`config.mk`:
```
export PLATFORM = sky130hd
export DESIGN_NAME = pc_fetch_unit
export DESIGN_NICKNAME = d
export VERILOG_FILES = /design/src/rtl/pc_fetch_unit.sv
export SDC_FILE = /design/constraint.sdc
export NUM_CORES = 1
export LEC_CHECK = 0
export CAP_MARGIN = 40
export CORE_MARGIN = 2
export CORE_UTILIZATION = 45
export CTS_CLUSTER_DIAMETER = 50
export DETAILED_ROUTE_END_ITERATION = 16
export PLACE_DENSITY = 0.73
export RECOVER_POWER = 50
export SLEW_MARGIN = 25
export SYNTH_ARGS = -nofsm -noshare
export SYNTH_HDL_FRONTEND = slang
export SYNTH_SLANG_ARGS = --single-unit
```
`constraint.sdc`:
```
create_clock -name clk -period 7.05 [get_ports clk]
set_clock_uncertainty 0.1 [all_clocks]
set_input_delay 1.7625 -clock clk [delete_from_list [all_inputs] [get_ports clk]]
set_output_delay 1.7625 -clock clk [all_outputs]
set_load 0.03 [all_outputs]
```
`src/rtl/pc_fetch_unit.sv`:
```
// pc_fetch_unit
//   Instruction-fetch stage feeding the control unit. Holds the architectural
//   PC, fetches one instruction at a time over a req/ready handshake, presents
//   it to decode, and on retire selects the next PC from pc_src / imm_ext.
//
// Ports
//   clk         in   1   rising-edge system clock
//   reset_n     in   1   asynchronous active-low reset
//   pc_src      in   2   00 PC+4, 01 branch PC+imm, 10 JAL PC+imm, 11 PC+4
//   imm_ext     in   32  sign-extended immediate
//   instr_done  in   1   retire pulse for the current instruction
//   imem_req    out  1   fetch request (high while fetching)
//   imem_addr   out  32  fetch address, always equal to pc
//   imem_ready  in   1   instruction memory data valid
//   imem_rdata  in   32  instruction word
//   instr       out  32  instruction register
//   instr_valid out  1   instr holds a fetched, unretired instruction
//   pc          out  32  PC of the current instruction
//   pc_plus4    out  32  pc + 4 (registered link value)
//   fetch_err   out  1   sticky error flag, cleared only by reset
//
// Build option
//   IMEM_TIMEOUT_EN : when defined, a FETCH that sees no imem_ready for
//   TIMEOUT_CYCLES consecutive cycles raises fetch_err and parks in ERROR.
//   When undefined, FETCH waits indefinitely and no counter is built.

module pc_fetch_unit #(
  parameter logic [31:0] RESET_PC       = 32'h0000_0000,
  parameter int unsigned TIMEOUT_CYCLES = 16
) (
  input  logic        clk,
  input  logic        reset_n,
  input  logic [1:0]  pc_src,
  input  logic [31:0] imm_ext,
  input  logic        instr_done,
  output logic        imem_req,
  output logic [31:0] imem_addr,
  input  logic        imem_ready,
  input  logic [31:0] imem_rdata,
  output logic [31:0] instr,
  output logic        instr_valid,
  output logic [31:0] pc,
  output logic [31:0] pc_plus4,
  output logic        fetch_err
);

  typedef enum logic [1:0] {
    IDLE  = 2'b00,
    FETCH = 2'b01,
    EXEC  = 2'b10,
    ERROR = 2'b11
  } state_t;

  // Reject parameter values the datapath cannot honour.
  if ((RESET_PC[1:0] != 2'b00) || (TIMEOUT_CYCLES == 32'd0)) begin : g_param_check
    $error("pc_fetch_unit: RESET_PC must be word-aligned and TIMEOUT_CYCLES nonzero");
  end

  state_t      state_r, state_nxt_s;
  logic [31:0] pc_r, pc_nxt_s;
  logic [31:0] pc4_r, pc4_nxt_s;
  logic [31:0] instr_r, instr_nxt_s;
  logic        valid_r, valid_nxt_s;
  logic        err_r, err_nxt_s;
  logic        req_r, req_nxt_s;
  logic [31:0] target_s;

`ifdef IMEM_TIMEOUT_EN
  localparam int TW = $clog2(TIMEOUT_CYCLES + 1);
  localparam logic [TW-1:0] CNT_LAST = TW'(TIMEOUT_CYCLES - 1);
  logic [TW-1:0] cnt_r, cnt_nxt_s;
`endif

  // Candidate next PC; reserved pc_src 11 falls back to sequential.
  always_comb begin
    case (pc_src)
      2'b01, 2'b10: target_s = pc_r + imm_ext;
      default:      target_s = pc_r + 32'd4;
    endcase
  end

  // Next-state and next-register-value logic for the fetch FSM.
  always_comb begin
    state_nxt_s = state_r;
    pc_nxt_s    = pc_r;
    pc4_nxt_s   = pc4_r;
    instr_nxt_s = instr_r;
    valid_nxt_s = valid_r;
    err_nxt_s   = err_r;
`ifdef IMEM_TIMEOUT_EN
    cnt_nxt_s   = cnt_r;
`endif
    case (state_r)
      IDLE: begin
        state_nxt_s = FETCH;
`ifdef IMEM_TIMEOUT_EN
        cnt_nxt_s   = '0;
`endif
      end
      FETCH: begin
        // A ready in the limit cycle still wins over the timeout.
        if (imem_ready) begin
          instr_nxt_s = imem_rdata;
          valid_nxt_s = 1'b1;
          state_nxt_s = EXEC;
        end else begin
`ifdef IMEM_TIMEOUT_EN
          if (cnt_r == CNT_LAST) begin
            err_nxt_s   = 1'b1;
            state_nxt_s = ERROR;
          end else begin
            cnt_nxt_s   = cnt_r + TW'(1'b1);
          end
`else
          state_nxt_s = FETCH;
`endif
        end
      end
      EXEC: begin
        if (instr_done) begin
          valid_nxt_s = 1'b0;
          if (target_s[1:0] == 2'b00) begin
            pc_nxt_s    = target_s;
            pc4_nxt_s   = target_s + 32'd4;
            state_nxt_s = FETCH;
`ifdef IMEM_TIMEOUT_EN
            cnt_nxt_s   = '0;
`endif
          end else begin
            // Misaligned target: keep the faulting instruction's PC visible.
            err_nxt_s   = 1'b1;
            state_nxt_s = ERROR;
          end
        end else begin
          state_nxt_s = EXEC;
        end
      end
      ERROR: begin
        valid_nxt_s = 1'b0;
        err_nxt_s   = 1'b1;
      end
      default: begin
        state_nxt_s = IDLE;
      end
    endcase
    // Request is registered from the next state so it is glitch-free.
    req_nxt_s = (state_nxt_s == FETCH);
  end

  // FSM state register.
  always_ff @(posedge clk or negedge reset_n) begin
    if (!reset_n) begin
      state_r <= IDLE;
    end else begin
      state_r <= state_nxt_s;
    end
  end

  // Datapath and output registers.
  always_ff @(posedge clk or negedge reset_n) begin
    if (!reset_n) begin
      pc_r    <= RESET_PC;
      pc4_r   <= RESET_PC + 32'd4;
      instr_r <= 32'd0;
      valid_r <= 1'b0;
      err_r   <= 1'b0;
      req_r   <= 1'b0;
`ifdef IMEM_TIMEOUT_EN
      cnt_r   <= '0;
`endif
    end else begin
      pc_r    <= pc_nxt_s;
      pc4_r   <= pc4_nxt_s;
      instr_r <= instr_nxt_s;
      valid_r <= valid_nxt_s;
      err_r   <= err_nxt_s;
      req_r   <= req_nxt_s;
`ifdef IMEM_TIMEOUT_EN
      cnt_r   <= cnt_nxt_s;
`endif
    end
  end

  assign imem_req    = req_r;
  assign imem_addr   = pc_r;
  assign instr       = instr_r;
  assign instr_valid = valid_r;
  assign pc          = pc_r;
  assign pc_plus4    = pc4_r;
  assign fetch_err   = err_r;

endmodule

```
Word-level counts from Yosys, hierarchy flattened
Cells that the tools add are included.
{"block": "totals", "ff_bits": 101, "input_bits": 70, "out_inout_bits": 131, "wordCells": 39}
{"block": "classes", "addsub": 3, "n_eq_ne": 9, "muxes": 11, "reduce_logical": 9}
{"operator": "32-bit by 3-bit adder with 32-bit output, second input constant", "n": 2}
{"operator": "32-bit adder", "n": 1}
{"operator": "32-bit 2-to-1 mux", "n": 1}
{"operator": "3-bit AND reduction", "n": 3}
{"operator": "2-bit by 1-bit == test with 1-bit output, second input constant", "n": 3}
{"operator": "2-bit == test, second input constant", "n": 3}
{"operator": "2-bit 2-to-1 mux", "n": 3}
{"operator": "2-bit inequality test, second input constant", "n": 3}
{"operator": "2-bit one-hot mux with 3 select lines", "n": 1}
{"operator": "2-bit logical NOT", "n": 2}
{"operator": "1-bit 2-to-1 mux", "n": 4}
{"operator": "1-bit one-hot mux with 3 select lines", "n": 1}
{"operator": "3-bit nonzero test", "n": 1}
{"operator": "1-bit one-hot mux with 2 select lines", "n": 1}
{"operator": "2-bit AND reduction", "n": 1}
{"operator": "2-bit nonzero test", "n": 1}
{"operator": "2-bit OR reduction", "n": 1}

Logic depth before layout (Yosys ltp)
Gate-level depths: netlist of the first run.
{"block": "logic_depth", "ltp_word": 8, "ltp_mapped": 16, "mapped_depth_nobuf": 15}

Worst setup path before layout of the first run
Ideal clock, no wire load.
{"block": "synth_timing", "path_type": "input -> register", "from": "in pc_src[0]", "to": "reg pc4_r[30], in the netlist pc_plus4[30]", "setup_ns": 0.129, "t_arrival_ns": 4.710, "required_time_ns": 6.821, "path_slack_ns": 2.111, "stages": 16, "path_buffers": 4, "path_cell_list": "xnor2_1 > buf_2 > buf_1 > clkbuf_1 > clkbuf_1 > nand2_1 > nand2_1 > ha_1 > nor3b_1 > and3b_1 > nor2b_1 > and3_1 > nand3_2 > nor3b_2 > xor2_1 > o21ai_1"}
{"block": "synth_via", "word_cells_on_any_way": 7}
{"item": "start: declaration", "line_no": "33", "source": "input logic [1:0] pc_src,"}
{"item": "2-bit by 1-bit == test with 1-bit output / 2-bit == test (equally long branches)", "line_no": "76", "source": "case (pc_src)"}
{"item": "2-bit OR reduction (*)", "line_no": "76"}
{"item": "32-bit 2-to-1 mux (*)", "line_no": "76"}
{"item": "via target_s[3]", "line_no": "66", "source": "logic [31:0] target_s;"}
{"item": "32-bit by 3-bit adder with 32-bit output (*)", "line_no": "124", "source": "pc4_nxt_s = target_s + 32'd4;"}
{"item": "end signal: assignment", "line_no": "163", "source": "pc4_r <= RESET_PC + 32'd4;"}
{"item": "end signal: assignment", "line_no": "173", "source": "pc4_r <= pc4_nxt_s;"}
{"item": "end: declaration", "line_no": "61", "source": "logic [31:0] pc4_r, pc4_nxt_s;"}
Mark *: on every way through the listed nets, which the timed path passes. The rest lies on a longest branch.
A chain may end at the register's enable or synchronous reset.

Worst setup path after layout of the first run
{"block": "layout_timing", "from": "in imm_ext[0]", "to": "reg pc4_r[31], in the netlist pc_plus4[31]"}
{"block": "layout_via", "elab_chain_cells": 4, "word_cells_on_any_way": 5}
{"item": "start: declaration", "line_no": "34", "source": "input logic [31:0] imm_ext,"}
{"item": "32-bit adder (*)", "line_no": "77", "source": "2'b01, 2'b10: target_s = pc_r + imm_ext;"}
{"item": "32-bit 2-to-1 mux (*)", "line_no": "76"}
{"item": "parallel branches: the longest is 2 deep, another holds 32-bit by 3-bit adder with 32-bit output"}
Mark *: on every way between the ends.

==> metrics, run 1 <==
first-pass GRT wire length=34900 µm; Total GRT Usage=24.4%; fmax=0.183 GHz; kind of critical path=in2reg; Clk pwr share=29.4%; Syn Nets=1004; Num Clock Sinks=99; ys async rst share=100%; Netlist cell types=78; total CTS buffers=9; #FFs+latches synth=99; number of enable flip-flop cells after synthesis=0; NetSw=633 µW; RSZ-0062 raised after global routing=no; largest cells by area after synthesis=dfrtp_1 (32%), nand2_1 (7.1%), ha_1 (5.5%); layout cells sized above 1=8.63%; routed via count=7193; crit path launch type=input pin; CTS root buf=clkbuf_16; Final min period=5480 ps; Flop pwr share=36.7%; worst path required time=7170 ps; Syn Inst Count=900; FF-to-FF setup slack=2950 ps; Rows=47; violated checks=max-capacitance violations, max-slew violations; total I/O pin count=201; final setup fails=0; commonest cells after routing, fill and taps aside=clkdlybuf4s50_1 (148), nand2_1 (144), dfrtp_1 (98), o21ai_0 (77), nor2_1 (52); RePlAce Congestion=0.927; vias in the first global route=6792; Yosys top cell by area=dfrtp_1; Seq/Total Area, Yosys=32.8%; Syn Area/Cell=8.41 µm²; status=finished with violations; post-cts sizing count=0; Starting Density=45.8%; Yosys warnings=0; drt via density=5.70; Yosys top cell area share=32.4%; worst slew pin tran=2260 ps; total grt overflow=0; worst slack at placement=1300 ps; final net count=1142; fin worst setup slack=1570 ps; CTS Hold Bufs=0; Synth-to-Final Area Change=29.2%; worst hold path class=reg2reg; H-tree depth=3; CTS tree=done; clk buf depth=2; Int Pwr=1.19 mW; die area=17900 µm²; DRT Pass-1 Iters=5; clock slew at reported path FFs=70 ps; Worst Setup End Kind=flop; core area=16500 µm²; largest vdd supply drop=0.134 mV; area of the multi-input gates=4570 µm²; Iter 0 DRT Violations=461; Logic pwr share=about 34%; DR WL/cell=between 15 and 20 µm; placed wire-length estimate=16700 µm; DRT Wirelength=21900 µm; Pwr Density=between 150 and 200 nW/µm²; Final period util=77.7%; largest net degree at the start of global routing=58; Primary FF master, synth=dfrtp_1; Leak=4.03 nW; final hold viol count=0; setup TNS=0 ps; fin. max-slew vios=between 40 and 50; initial antenna violation count=0; ANT cells=0; PortBufs=200; worst skew pair latency=about 350 ps; Routed Antenna Nets=0; max cap viols=1; commonest non-fill, non-tap cell in the layout=clkdlybuf4s50_1; Die Height=134 µm; Switching Share=34.7%; WP data arrival=5600 ps; synthesized area=7570 µm²; Fill cells=between 1000 and 1500; Post-CTS Setup Bufs=0; Reg area=about 2500 µm²; Slew HR=-50.9%; Die Wd=134 µm; DRC=0; Max FO, Critical Path=6
==> cell type report <==
class | count | share of cell area [%]
Timing Repair Buffer | 209 | 21.2
Multi-Input combinational cell | 703 | 46.7
Tap cell | 220 | 2.81
Clock inverter | 6 | 0.959
Sequential cell | 99 | 25.3
Clock buffer | 10 | 2.34
Inverter | 16 | 0.614
==> state kept, by name, summed over array words and instances (netlist names) <==
name,count
fetch_err,1
imem_addr,32
imem_req,1
instr,32
instr_valid,1
pc_plus4,30
state_r,2
==> power groups by stage <==
stage,Clock [mW],Sequential (mW),Combinational (mW)
final,0.536,0.669,0.618
after global routing,0.568,0.676,0.662
after CTS,0.547,0.671,0.635
after detailed placement,0,0.681,0.632
after global placement,0,0.678,0.624
after floorplan,0,0.779,0.287
==> cells in the mapped netlist, drive strengths merged (3+ instances only) <==
library cell,count
and4,9
xnor2,39
nand3b,4
nor3,22
a22oi,3
inv,16
nor2,55
o21bai,4
xor2,20
nand2,145
o21ai,89
or3,12
o21a,8
nand4,27
a31oi,14
nor2b,5
nor3b,6
a211oi,9
a21oi,47
a211o,3
buf,56
a21boi,4
clkbuf,26
and2,8
nand2b,6
nand3,19
and3,8
or2,3
mux2,33
a21o,14
dfrtp,98
nor4,6
o22ai,3
ha,33
o211ai,15
==> logic make-up after synthesis <==
logic type / count (synthesis) / synth area share [%]
AOI/OAI and AO/OA: 235 / 20.0
xor gates and xnor gates: 59 / 6.83
adders and majority gates: 34 / 5.72
buffers and inverters: 98 / 7.11
DFF: 99 / 32.8
muxes: 33 / 4.91
and+or+nand+nor: 342 / 22.7
==> metrics by stage <==
stage	instance area (µm²)	power (mW)	util, %	instances	hold slack, ps
after floorplan	7570	1.07	-	900	399
after global placement	9430	1.30	57.1	1245	342
after global routing	9780	1.91	59.2	1263	369
final	9780	1.82	59.2	1263	361
after detailed placement	9460	1.31	57.3	1247	349
after CTS	9790	1.85	59.2	1263	363
==> worst max-delay path, stage by stage <==
cell             delay (ps)
clkdlybuf4s50_1         460
ha_1                    160
inv_1                    50
fa_1                    400
and2b_1                 250
o211a_1                 250
o22ai_1                 120
a211oi_2                340
nand4bb_1               210
nor3_2                  360
nand4_1                 220
nor4_1                  390
nand4_1                 200
xnor2_1                 210
xnor2_1                 130
o21ai_1                  70
==> worst paths after layout <==
check                                          from                         to  cells past startpoint
hold reg to reg               fetch_err$_DFFE_PN0P_      fetch_err$_DFFE_PN0P_                      1
min in group asynchronous                   reset_n       state_r[1]$_DFF_PN0_                      1
setup reg to reg           imem_addr[0]$_DFFE_PN0P_   pc_plus4[31]$_DFFE_PN0P_                     15
setup / recovery                         imm_ext[0]   pc_plus4[31]$_DFFE_PN0P_                     16
max in group asynchronous                   reset_n  imem_addr[31]$_DFFE_PN0P_                      2
hold / removal                fetch_err$_DFFE_PN0P_      fetch_err$_DFFE_PN0P_                      1
==> layer usage <==
metal  vias to the layer above  track usage (%)  share of wire, %
met5                         -                0                 0
met4                         0             8.75               3.4
met3                        52             3.77               5.5
met2                       278             41.6                48
met1                      3392             31.4                43
li1                       3471                -                 -
(Power assumes the default switching activity.)
==> run 2, diff against run 1 <==
--- a/config.mk
+++ b/config.mk
@@ -10,7 +10,7 @@
 export CORE_UTILIZATION = 45
 export CTS_CLUSTER_DIAMETER = 50
 export DETAILED_ROUTE_END_ITERATION = 16
-export PLACE_DENSITY = 0.73
+export PLACE_DENSITY = 0.76
 export RECOVER_POWER = 50
 export SLEW_MARGIN = 25
 export SYNTH_ARGS = -nofsm -noshare
==> constraint.sdc (replaced) <==
create_clock -name clk -period 4.8 [get_ports clk]
set_clock_uncertainty 0.1 [all_clocks]
set_input_delay 1.2 -clock clk [delete_from_list [all_inputs] [get_ports clk]]
set_output_delay 1.2 -clock clk [all_outputs]
set_load 0.03 [all_outputs]
==> metrics, run 2 (synthesized netlist as in run 1, its figures left out) <==
Iter 0 DRT Violations=492 (+6.7%); violated checks=max-capacitance violations, max-slew violations; Rows=47 (unchanged); first-pass GRT wire length=36400 µm (+4.4%); CTS tree=done; DRT Pass-1 Iters=5 (unchanged); fin worst setup slack=256 ps (-1310 ps); status=finished with violations; kind of critical path=in2reg; Pwr Density=262 nW/µm² (+40%); total CTS buffers=9 (unchanged); Final min period=4540 ps; CTS root buf=clkbuf_16; commonest cells after routing, fill and taps aside=clkdlybuf4s50_1 (167), nand2_1 (144), dfrtp_1 (98), o21ai_0 (77), buf_4 (70); RSZ-0062 raised after global routing=no; Non-Filler Instances=1329 (+5.2%); fin. max-slew vios=82 (+86%); drt via density=5.60 (-1.6%); largest net degree at the start of global routing=103 (+78%); max cap viols=2 (+1); Worst Setup End Kind=flop; fmax=0.220 GHz; clock slew at reported path FFs=70 ps (about the same); DRC=0 (unchanged); total grt overflow=0 (unchanged); vias in the first global route=7159 (+5.4%); ANT cells=0 (unchanged); final hold viol count=0 (unchanged); Synth-to-Final Area Change=35.3%; Routed Antenna Nets=0 (unchanged); Total GRT Usage=25.4% (+0.99 points); WP data arrival=4660 ps (-940 ps); Num Clock Sinks=99 (unchanged); largest vdd supply drop=0.189 mV (+41%); placed wire-length estimate=17400 µm (+4.5%); final setup fails=0 (unchanged); crit path launch type=input pin; post-cts sizing count=0 (unchanged); worst slack at placement=-112 ps (-1410 ps); die area=17900 µm² (unchanged); Slew HR=-67.7% (-17 points); final net count=1208 (+5.8%); layout cells sized above 1=13.8% (+5.2 points); worst hold path class=reg2reg; post-layout util=61.9% (+2.8 points); CTS Hold Bufs=0 (unchanged); worst path required time=4920 ps (-2250 ps); Max FO, Critical Path=5 (-1); dpl cells=1312 (+5.2%); worst skew pair latency=350 ps (about the same); total I/O pin count=201 (unchanged); Final Cell Area=10200 µm² (+4.7%); Final period util=94.7%; initial antenna violation count=0 (unchanged); worst slew pin tran=2520 ps (+253 ps); commonest non-fill, non-tap cell in the layout=clkdlybuf4s50_1; Post-CTS Setup Bufs=0 (unchanged); DR WL/cell=17.2 µm (-0.90%); Die Height=134 µm (unchanged); PortBufs=200 (unchanged); worst hold margin=364 ps (+3.33 ps); core area=16500 µm² (unchanged); Starting Density=45.8% (unchanged); DP Area=9950 µm² (+5.1%); routed via count=7444 (+3.5%); Leak=4.29 nW (+6.5%); DRT Wirelength=22800 µm (+4.3%); H-tree depth=3 (unchanged); FF-to-FF setup slack=1070 ps (-1880 ps); clk buf depth=2 (unchanged); RePlAce Congestion=0.896 (-3.4%); Die Wd=134 µm (unchanged)
==> run 2: per-stage QoR <==
stage | setup TNS, ps | power (mW)
final | 0 | 2.68
after global routing | 0 | 2.81
after CTS | 0 | 2.71
after detailed placement | -445 | 2.00
after global placement | -6.32 | 1.98
after floorplan | 0 | 1.57
==> run 2: final cells by class <==
| class | instances | area (µm²) |
|---|---|---|
| fill | 1462 | 6290 |
| tap | 220 | 275 |
| clock buffer | 9 | 225 |
| inverter | 16 | 60.1 |
| sequential | 99 | 2480 |
| multi-input combinational | 703 | 4570 |
| clock inverter | 7 | 71.3 |
| timing repair buffer | 275 | 2560 |
==> run 2: worst max-delay path, cell delays in order <==
cell and delay (ps):
clkdlybuf4s50_1 460, ha_1 170, inv_1 60, fa_1 390, and2b_1 260, o211a_1 250, o2111ai_1 190, and3_1 250
xnor2_1 170, o21ai_1 100, or2_1 240, nor4_1 360, nand4_1 180, xnor2_1 200, xnor2_1 140, o21ai_1 70
==> run 2: path summary, 6_finish.rpt <==
kind	startpoint	endpoint	depth (start not counted)
worst max-delay path	imm_ext[0]	pc_plus4[31]$_DFFE_PN0P_	16
worst min-delay path	pc_plus4[2]$_DFFE_PN1P_	pc_plus4[2]$_DFFE_PN1P_	2
worst max register to register	imem_addr[0]$_DFFE_PN0P_	pc_plus4[31]$_DFFE_PN0P_	15
worst min register to register	pc_plus4[2]$_DFFE_PN1P_	pc_plus4[2]$_DFFE_PN1P_	2
max in group asynchronous	reset_n	imem_addr[17]$_DFFE_PN0P_	3
min in group asynchronous	reset_n	fetch_err$_DFFE_PN0P_	1
==> run 2: routing by layer <==
layer	global-route usage (%)	wire, µm	vias up
li1	-	-	3610
met1	32.4	9620	3519
met2	43.5	11300	272
met3	4.11	1300	43
met4	9.04	643	0
met5	0	0	-
==> run 2: power breakdown <==
group	internal, mW	total, mW	switching, mW
clock network	0.366	0.709	0.343
registers	0.913	0.976	0.0622
logic	0.432	0.996	0.564
==> run 3, diff against run 2 <==
--- a/config.mk
+++ b/config.mk
@@ -6,7 +6,6 @@
 export NUM_CORES = 1
 export LEC_CHECK = 0
 export CAP_MARGIN = 40
-export CORE_MARGIN = 2
 export CORE_UTILIZATION = 45
 export CTS_CLUSTER_DIAMETER = 50
 export DETAILED_ROUTE_END_ITERATION = 16
==> metrics, run 3 (synthesized netlist as in run 1, its figures left out) <==
status=finished with violations; violated checks=max-capacitance violations, max-slew violations; Slew HR=-17.0% (+51 points); worst skew pair latency=340 ps (about the same); fmax=0.221 GHz (+0.53%); Clk pwr share=26.0% (-0.4 points); Crit Reg-Reg Startpoint=imem_addr[12]$_DFFE_PN0P_; worst slew pin tran=1760 ps (-761 ps); initial antenna violation count=0 (unchanged); placed wire-length estimate=17100 µm (-2.0%); Fill cells=1406 (-3.8%); Reg-to-Reg End=imem_addr[31]$_DFFE_PN0P_; CTS root buf=clkbuf_16; Iter 0 DRT Violations=460 (-6.5%); total grt overflow=0 (unchanged); DRC=0 (unchanged); commonest cells after routing, fill and taps aside=clkdlybuf4s50_1 (167), nand2_1 (144), dfrtp_1 (98), o21ai_0 (77), buf_4 (66); Pwr Density=260 nW/µm² (-0.83%); DRT Wirelength=22200 µm (-2.7%); hold_sp=pc_plus4[2]$_DFFE_PN1P_; hold endpoint=pc_plus4[2]$_DFFE_PN1P_; vias in the first global route=7031 (-1.8%); kind of critical path=in2reg; routed via count=7453 (+0.12%); H-tree depth=3 (unchanged); core area=16500 µm² (unchanged); FF-to-FF setup slack=1010 ps (-60 ps); Synth-to-Final Area Change=35.2% (about the same); dpl cells=1309 (-0.23%); clock slew at reported path FFs=60 ps (about the same); worst hold path class=reg2reg; largest vdd supply drop=0.203 mV (+7.3%); Starting Density=45.8% (unchanged); final setup fails=0 (unchanged); Total GRT Usage=26.1% (+0.70 points); post-layout util=61.9% (about the same); worst slack at placement=-74.6 ps (+36.9 ps); DR WL/cell=16.8 µm (-2.4%); Final min period=4520 ps (-23.9 ps); Rows=47 (unchanged); commonest non-fill, non-tap cell in the layout=clkdlybuf4s50_1; Logic pwr share=37.3% (about the same); worst-path cell chain=clkdlybuf4s50_1 -> ha_1 -> inv_1 -> fa_1 -> and2b_1 -> o211a_4 -> o2111ai_1 -> and3_1 -> xnor2_1 -> o21ai_1 -> or2_1 -> buf_4 -> nor3_2 -> buf_4 -> nand3_2 -> nor3b_2 -> xor2_1 -> o21ai_1; first-pass GRT wire length=36100 µm (-0.66%); fin. max-slew vios=69 (-16%); Hold Crit Depth=2 (unchanged); Die Wd=132 µm (-1.5%); DP Area=9960 µm² (+0.10%); CTS tree=done; DRT Pass-1 Iters=4 (-1); Max FO, Critical Path=6 (+1); largest net degree at the start of global routing=94 (-8.7%); Worst Setup End Kind=flop; layout cells sized above 1=13.8% (+0.050 points); final net count=1204 (-0.33%); Switching Share=34.9% (-1.2 points); worst path required time=4920 ps (about the same); drt via density=5.62 (+0.42%); Final Cell Area=10200 µm² (about the same); Flop pwr share=36.7% (+0.3 points); die area=17300 µm² (-3.0%); ANT cells=0 (unchanged); Leak=4.27 nW (-0.47%); RePlAce Congestion=0.968 (+8.1%); final hold viol count=0 (unchanged); fin worst setup slack=280 ps (+23.9 ps); Die Height=132 µm (-1.5%); Non-Filler Instances=1325 (-0.30%); FF-to-FF path depth=14 (-1); Num Clock Sinks=99 (unchanged); clk buf depth=2 (unchanged); Routed Antenna Nets=0 (unchanged); PortBufs=200 (unchanged); crit path launch type=input pin; total CTS buffers=9 (unchanged); delay of the slowest critical-path stage=460 ps (about the same); RSZ-0062 raised after global routing=no; max cap viols=2 (unchanged); WP data arrival=4640 ps (-20 ps); Int Pwr=1.73 mW (+0.99%); NetSw=927 µW (-4.2%); Final period util=94.2% (-0.50 points); slowest cell on the critical path=clkdlybuf4s50_1; Post-CTS Setup Bufs=0 (unchanged); total I/O pin count=201 (unchanged)
## run 3: cell count changes in the layout (fill, tap and decap cells not counted), moves of 2 or more
cell	previous run	this run
mux2_2	31	33
clkbuf_8	0	2
clkinvlp_4	2	0
buf_4	70	66
mux2_1	2	0
## run 3: final cells by class
cell class | count | area, µm² | area share, %
inverters | 16 | 60.1 | 0.587
clock inverters | 4 | 33.8 | 0.330
repair buffers | 271 | 2540 | 24.9
well taps | 220 | 275 | 2.69
flip-flops and latches | 99 | 2480 | 24.2
clock buffers | 12 | 256 | 2.51
multi-input cells | 703 | 4580 | 44.8
## run 3: power groups by stage
stage | clock network [mW] | registers (mW) | logic, mW
2_1_floorplan | 0 | 1.14 | 0.421
3_3_place_gp | 0 | 0.988 | 0.990
3_5_place_dp | 0 | 0.993 | 1.00
4_1_cts | 0.706 | 0.978 | 1.01
5_1_grt | 0.743 | 0.986 | 1.06
6_report | 0.691 | 0.976 | 0.990
## run 3: metal layers
layer / GRT usage (%) / part of all wire (%) / vias up / wire length, µm
li1: - / - / 3602 / -
met1: 33.2 / 42 / 3499 / 9320
met2: 44.4 / 49 / 301 / 10800
met3: 3.94 / 6.3 / 51 / 1400
met4: 9.82 / 3.0 / 0 / 678
met5: 0 / 0 / - / 0
## run 3: how the worst max path moves through the flow
stage | depth (start not counted) | start | slack [ps] | endpoint
finish | 18 | imm_ext[0] | 280 | pc_plus4[30]$_DFFE_PN0P_
global route | 17 | imm_ext[0] | 20 | pc_plus4[30]$_DFFE_PN0P_
CTS | 18 | imm_ext[0] | 250 | pc_plus4[30]$_DFFE_PN0P_
detailed placement | 18 | imm_ext[0] | -70 | pc_plus4[30]$_DFFE_PN0P_
global placement | 17 | imm_ext[0] | 1 | pc_plus4[31]$_DFFE_PN0P_
floorplan | 16 | pc_src[0] | 420 | pc_plus4[30]$_DFFE_PN0P_
## run 3: stage by stage
step	power, mW	hold WS (ps)	TNS [ps]
3_5_place_dp	2.00	351	-186
3_3_place_gp	1.98	344	0
5_1_grt	2.79	372	0
2_1_floorplan	1.57	399	0
6_report	2.66	362	0
4_1_cts	2.69	362	0
## run 3: critical path, delay by kind of cell
family | cells | cell delay (ps)
AND/OR/NAND/NOR | 6 | 1170
adder cells (fa/ha/maj) | 2 | 550
AO/OA/AOI/OAI | 4 | 530
XOR/XNOR | 2 | 340
buffers and inverters | 4 | 830
## run 3: what timing repair did
action                                  4_1_cts  5_1_grt
endpoints found under the setup margin        0        4
gates resized for setup                       0        2
hold buffers                                  0        0
